`src/rtl/sub_limb_stream.sv`:
```
// sub_limb_stream: multi-precision subtract sequencer.
// Takes minuend/subtrahend limbs LSB first on a valid/ready stream and chains
// the borrow between limbs. For each accepted limb it produces one registered
// difference limb with its borrow-out, its index in the packet, and a
// whole-result zero flag that is valid on the last limb.
module sub_limb_stream #(
  parameter int WIDTH = 8,
  parameter int IDX_W = 4
) (
  input  logic             CLK,
  input  logic             ASYNCRESETN,
  input  logic             I_VALID,
  output logic             I_READY,
  input  logic [WIDTH-1:0] I0,
  input  logic [WIDTH-1:0] I1,
  input  logic             BIN,
  input  logic             I_LAST,
  output logic             O_VALID,
  input  logic             O_READY,
  output logic [WIDTH-1:0] O,
  output logic             BOUT,
  output logic             O_LAST,
  output logic [IDX_W-1:0] O_IDX,
  output logic             ZERO
);

  typedef enum logic {ST_FIRST = 1'b0, ST_MID = 1'b1} state_t;

  state_t state_q, state_d;

  // Limb-chaining state carried between accepted limbs of a packet
  logic             borrow_q, borrow_d;
  logic             zacc_q,   zacc_d;
  logic [IDX_W-1:0] idx_q,    idx_d;

  // One-deep output register
  logic             ovalid_q, ovalid_d;
  logic [WIDTH-1:0] o_q,      o_d;
  logic             bout_q,   bout_d;
  logic             last_q,   last_d;
  logic [IDX_W-1:0] oidx_q,   oidx_d;
  logic             zero_q,   zero_d;

  // Per-limb working values
  logic             accept;
  logic             cur_bin;
  logic [IDX_W-1:0] cur_idx;
  logic             zprev;
  logic [WIDTH:0]   diff_w;
  logic [WIDTH-1:0] d_w;
  logic             nb_w;
  logic             z_w;

  // Full-width subtract with borrow-in; the MSB of the result is the borrow-out.
  function automatic logic [WIDTH:0] sub_limb(input logic [WIDTH-1:0] a,
                                              input logic [WIDTH-1:0] b,
                                              input logic             bin);
    return {1'b0, a} - {1'b0, b} - {{WIDTH{1'b0}}, bin};
  endfunction

  // The output register frees up whenever it is empty or being drained this cycle
  assign I_READY = !ovalid_q | O_READY;
  assign accept  = I_VALID & I_READY;

  // FSM state register
  always_ff @(posedge CLK or negedge ASYNCRESETN) begin
    if (!ASYNCRESETN) state_q <= ST_FIRST;
    else              state_q <= state_d;
  end

  // FSM next state: the last limb always returns to FIRST, others go to MID
  always_comb begin
    state_d = state_q;
    if (accept) state_d = I_LAST ? ST_FIRST : ST_MID;
  end

  // FSM outputs: a first limb uses the packet borrow-in, index 0 and a fresh zero accumulator
  always_comb begin
    cur_bin = borrow_q;
    cur_idx = idx_q;
    zprev   = zacc_q;
    if (state_q == ST_FIRST) begin
      cur_bin = BIN;
      cur_idx = '0;
      zprev   = 1'b1;
    end
  end

  // Limb arithmetic and next values of the chaining state and output register
  always_comb begin
    diff_w   = sub_limb(I0, I1, cur_bin);
    d_w      = diff_w[WIDTH-1:0];
    nb_w     = diff_w[WIDTH];
    z_w      = (d_w == '0) & zprev;

    borrow_d = borrow_q;
    zacc_d   = zacc_q;
    idx_d    = idx_q;
    ovalid_d = ovalid_q;
    o_d      = o_q;
    bout_d   = bout_q;
    last_d   = last_q;
    oidx_d   = oidx_q;
    zero_d   = zero_q;

    if (O_READY) ovalid_d = 1'b0;

    if (accept) begin
      borrow_d = nb_w;
      zacc_d   = I_LAST ? 1'b1 : z_w;
      idx_d    = I_LAST ? '0 : cur_idx + IDX_W'(1);
      ovalid_d = 1'b1;
      o_d      = d_w;
      bout_d   = nb_w;
      last_d   = I_LAST;
      oidx_d   = cur_idx;
      zero_d   = I_LAST & z_w;
    end
  end

  // Chaining state and output register; reset discards any partial packet
  always_ff @(posedge CLK or negedge ASYNCRESETN) begin
    if (!ASYNCRESETN) begin
      borrow_q <= 1'b0;
      zacc_q   <= 1'b1;
      idx_q    <= '0;
      ovalid_q <= 1'b0;
      o_q      <= '0;
      bout_q   <= 1'b0;
      last_q   <= 1'b0;
      oidx_q   <= '0;
      zero_q   <= 1'b0;
    end else begin
      borrow_q <= borrow_d;
      zacc_q   <= zacc_d;
      idx_q    <= idx_d;
      ovalid_q <= ovalid_d;
      o_q      <= o_d;
      bout_q   <= bout_d;
      last_q   <= last_d;
      oidx_q   <= oidx_d;
      zero_q   <= zero_d;
    end
  end

  assign O_VALID = ovalid_q;
  assign O       = o_q;
  assign BOUT    = bout_q;
  assign O_LAST  = last_q;
  assign O_IDX   = oidx_q;
  assign ZERO    = zero_q;

endmodule

```
`config.mk`:
```
export PLATFORM = sky130hd
export DESIGN_NAME = sub_limb_stream
export DESIGN_NICKNAME = d
export VERILOG_FILES = /design/src/rtl/sub_limb_stream.sv
export SDC_FILE = /design/constraint.sdc
export NUM_CORES = 1
export LEC_CHECK = 0
export CELL_PAD_IN_SITES_DETAIL_PLACEMENT = 1
export CELL_PAD_IN_SITES_GLOBAL_PLACEMENT = 1
export CORE_ASPECT_RATIO = 1.4
export CORE_UTILIZATION = 36
export DETAILED_ROUTE_END_ITERATION = 12
export GPL_ROUTABILITY_DRIVEN = 1
export PLACE_DENSITY = 0.89
export SETUP_SLACK_MARGIN = 0.2
export SLEW_MARGIN = 20
export SYNTH_ARGS = -nofsm -noshare
export SYNTH_HDL_FRONTEND = slang
export SYNTH_SLANG_ARGS = --single-unit
```
`constraint.sdc`:
```
create_clock -name CLK -period 3.58 [get_ports CLK]
set_input_delay 0.716 -clock CLK [delete_from_list [all_inputs] [get_ports CLK]]
set_output_delay 0.716 -clock CLK [all_outputs]
set_load 0.02 [all_outputs]
```
Yosys cells after proc, flatten, opt, wreduce, memory -nomap -nowiden
Index checks and enable logic that the tools add are counted.
{ "totals": {"regBits": 22, "in_bits": 22, "output_inout_bits": 17, "elab_cells": 27} }
{ "classes": {"n_addsub": 3, "n_mux": 8, "bitwise": 4, "n_reduce_logical": 3} }
{ "op_table": {"columns": ["operator", "count"], "rows": [
  ["$sub 8x8->9", 1],
  ["$sub 9x1->9", 1],
  ["$logic_not 8->1", 1],
  ["$mux 4", 2],
  ["$mux 1", 6],
  ["$add 4x1->4 const B", 1],
  ["$and 1x1->1", 3],
  ["$reduce_bool 2->1", 1],
  ["$logic_not 1->1", 1],
  ["$or 1x1->1", 1]
]} }

Logic depth before layout (Yosys ltp)
{ "depth": {"word_depth": 5, "mapped_depth": 10, "depth_no_buf": 9} }

Worst setup path after synthesis
No wires, ideal clock.
{ "synth_timing": {"kind": "input -> register", "start": "input port BIN", "end": "register zero_q (netlist: ZERO)", "setup_ns": 0.092, "t_arrival_ns": 2.701, "t_required_ns": 3.488, "setup_slack_ns": 0.787, "path_stages": 8, "path_buffers": 0, "path_cell_list": "mux2i_1 fa_1 fa_1 nand2b_1 a2111oi_2 o21a_1 o2111ai_2 o31ai_2"} }
{ "synth_between": {"elab_chain_len": 5} }
{ "synth_lines": {"columns": ["element", "line_no", "source"], "rows": [
  ["start, declared", "16", "input logic BIN,"],
  ["$mux 1", "82", "if (state_q == ST_FIRST) begin"],
  ["$sub 9x1->9", "58", "return {1'b0, a} - {1'b0, b} - {{WIDTH{1'b0}}, bin};"],
  ["$logic_not 8->1", "94", "z_w = (d_w == '0) & zprev;"],
  ["$and 1x1->1", "94", null],
  ["$and 1x1->1", "117", "zero_d = I_LAST & z_w;"],
  ["end signal, assigned", "142", "zero_q <= zero_d;"],
  ["end, declared", "42", "logic zero_q, zero_d;"]
]} }
No other way between the ends.
A chain may end at the register's enable or synchronous reset.

Worst setup path in the final report
Same ends and word-level chain as after synthesis.

==> results_dict.tcl <==
set metrics [dict create \
    status "complete, but fails checks" \
    violations "DRC" \
    dieArea_mm2 0.00447 \
    cts_inserted_buffers 3 \
    synth_cell_types 38 \
    power_frac_seq_pct 34.3 \
    arrival_ns 3.38 \
    cp.required_ns 3.76 \
    drtIter0Drc 15 \
    critical_path.max_fanout 3 \
    syn-mean-instance-area_um2 8.96 \
    routedWlPerCell_um 13.9 \
    synth.area.top_cells "dfrtp_1 (35%), ha_1 (12%), nand2_1 (6.4%)" \
    worstPathCellList "clkdlybuf4s50_1, mux2i_1, fa_1, fa_1, nand2b_1, a2111oi_4, o21a_1, o2111ai_2, o31ai_2" \
    clockBufferDepth 2 \
    via_count 1329 \
    grt_use_total_pct 17.6 \
    clock_latency_ns 0.27 \
    synth_common_cells "nand2_1 (26), inv_1 (22), dfrtp_1 (21), ha_1 (15)" \
    final_nets 247 \
    drv_slew 0 \
    dp.cells 246 \
    comb_power_share_pct 40.6 \
    drive_gt1_share_pct 8.70 \
    area_growth_pct 32.6 \
    path_common_cell "fa_1" \
    max_stage_delay_ns 0.46 \
    synth-main-ff-cell "dfrtp_1" \
    syn_nets 208 \
    grt_pass1_vias 1391 \
    path_clk_slew_ns 0.09 \
    via_per_inst 5.32 \
    remaining_drc_errors 2 \
    antenna_left 0 \
    max_clock_freq_mhz 312 \
    min_path_type "input pin to asynchronous set/reset pin" \
    cts.htree.levels 1 \
    end_kind "register" \
    p_leak_uw 0.000936 \
    critPathLaunchType "input pin" \
    io_buffers 38 \
    place_area_mm2 0.00193 \
    syn_area_mm2 0.00151 \
    power.density_mw_per_mm2 469 \
    clockPowerShare_pct 25.1 \
    cts_tree "done" \
    pin_count 39 \
    synth_edf_count 0 \
    grt-ovfl-total 0 \
    setup_tns_ns 0 \
    rsz0062_at_grt "false" \
    slew_headroom_pct 41.0 \
    hold_viol 0 \
    yosysTopAreaCellShare_pct 34.7 \
    critPathLaunch "BIN" \
    worstSetupPathType "input pin to register" \
    cts_root_buf "clkbuf_8" \
    dp_hpwl_mm 2.79 \
    grt_antenna_before_repair 0 \
    synth.most_common_cell "nand2_1" \
    die_y_um 78.7 \
    peakVddDrop_v 0.000169 \
    cts.sinks 22 \
    finClkSkew_ns 0.00742 \
    firstDrtPassIters 10 \
    synth_largest_area_cell "dfrtp_1" \
    nFillCells 469 \
    r2r_start "state_q" \
    syn_inst 169 \
    r2r_slack_ns 0.77 \
    seq_area_frac_synth_pct 36.4 \
    cts_hold_buf 0 \
    diodes 0 \
    period_minus_slack_ns 3.20 \
    drv_cap 0 \
    switching_share_pct 33.8 \
    setup_viol 0 \
    fp.dieW_um 56.8 \
    grt_max_degree 29 \
    async_reset_ff_share_pct 100 \
    fin_cells 250 \
    grt_first_pass_wirelength_mm 6.16 \
    p_int_uw 623 \
    worst_pin_slew_ns 0.883 \
    ys_seq_elements 22 \
    finalWeightedCongestion 0.829 \
    yosysWarnings 0 \
    coreArea_mm2 0.00399 \
    stdcell_area_mm2 0.00201 \
    initial_core_util_pct 38.0 \
    p_sw_uw 318 \
    fin_crit_sh_pct 89.5 \
    hold_ws_ns 0.405 \
    placementRows 27 \
    utilization_pct 50.4 \
    slowest_stage "clkdlybuf4s50_1" \
    wl_mm 3.48 \
]
-- worst max-delay path: cells and delay by family --
kind | cells | cell delay, ns
AOI/OAI and AO/OA | 4 | 0.99
adders and majority gates | 2 | 0.85
buffers and inverters | 1 | 0.46
and+or+nand+nor | 1 | 0.24
muxes | 1 | 0.12
-- kinds of logic after synthesis --
group	after synthesis	share of synthesized area, %
flops	22	36.4
xor+xnor	4	2.31
fa+ha+maj	17	15.0
compound gates	33	16.0
buf+inv	27	7.19
simple gates	61	19.6
mux	5	3.47
-- cells in the final DEF (no fill, tap or decap), types with 2 or more instances in the layout --
cell / n
nor3_1: 4
o31ai_1: 3
clkbuf_8: 3
fa_1: 2
inv_1: 22
nor2_1: 10
clkdlybuf4s50_1: 37
xnor2_1: 2
a31oi_1: 2
nand2_1: 26
ha_1: 15
nand2b_1: 4
and2_1: 2
or3_1: 2
o21a_1: 5
and2_2: 2
mux2_2: 2
a21oi_1: 4
o21ai_0: 10
xor2_1: 2
mux2i_1: 3
nand3_1: 6
dfrtp_1: 21
-- layout make-up --
cell class / count / area, µm² / area share [%]
multi-input cells: 120 / 866 / 43.1
flip-flops and latches: 22 / 552 / 27.5
repair buffers: 39 / 383 / 19.1
inverters: 22 / 82.6 / 4.11
well taps: 43 / 53.8 / 2.68
clock buffers: 3 / 41.3 / 2.06
clock inverters: 1 / 30.0 / 1.50
-- worst paths after layout --
kind | endpoint | cells after the start
min in group CLK | O_IDX[3] | 2
max reg2reg | ZERO | 8
max in group asynchronous | zacc_q | 1
min | O[2] | 1
min reg2reg | O_IDX[3] | 2
max | ZERO | 9
-- registers in the layout, summed over array words and instances, names as in the netlist --
register,flops
O,8
O_IDX,4
idx_q,4
BOUT,1
O_LAST,1
O_VALID,1
ZERO,1
state_q,1
zacc_q,1
-- stage by stage --
step / setup WS [ns] / power, µW
after global routing: 0.258 / 999
after global placement: 0.134 / 697
after CTS: 0.310 / 943
final: 0.377 / 941
after detailed placement: 0.0434 / 709
after floorplan: 0.787 / 556
-- per-layer routing --
metal | global-route usage, % | part of all wire [%] | vias to the layer above
met4 | 7.32 | 2.9 | 0
met5 | 0 | 0 | -
met1 | 19.7 | 40 | 650
met3 | 1.63 | 1.8 | 7
met2 | 33.5 | 55 | 22
li1 | - | - | 650
-- power groups by stage --
stage,logic (µW),registers [µW],clock network [µW]
4_1_cts,383,324,236
6_report,382,323,236
5_1_grt,425,329,245
3_5_place_dp,381,328,0
2_1_floorplan,188,368,0
3_3_place_gp,369,328,0
-- timing repair --
action                     in CTS  in global routing
gates resized for setup         0                  1
setup endpoints to repair       0                  2
buffers inserted                0                  0
No activity file was read; power rests on OpenSTA's default activity.
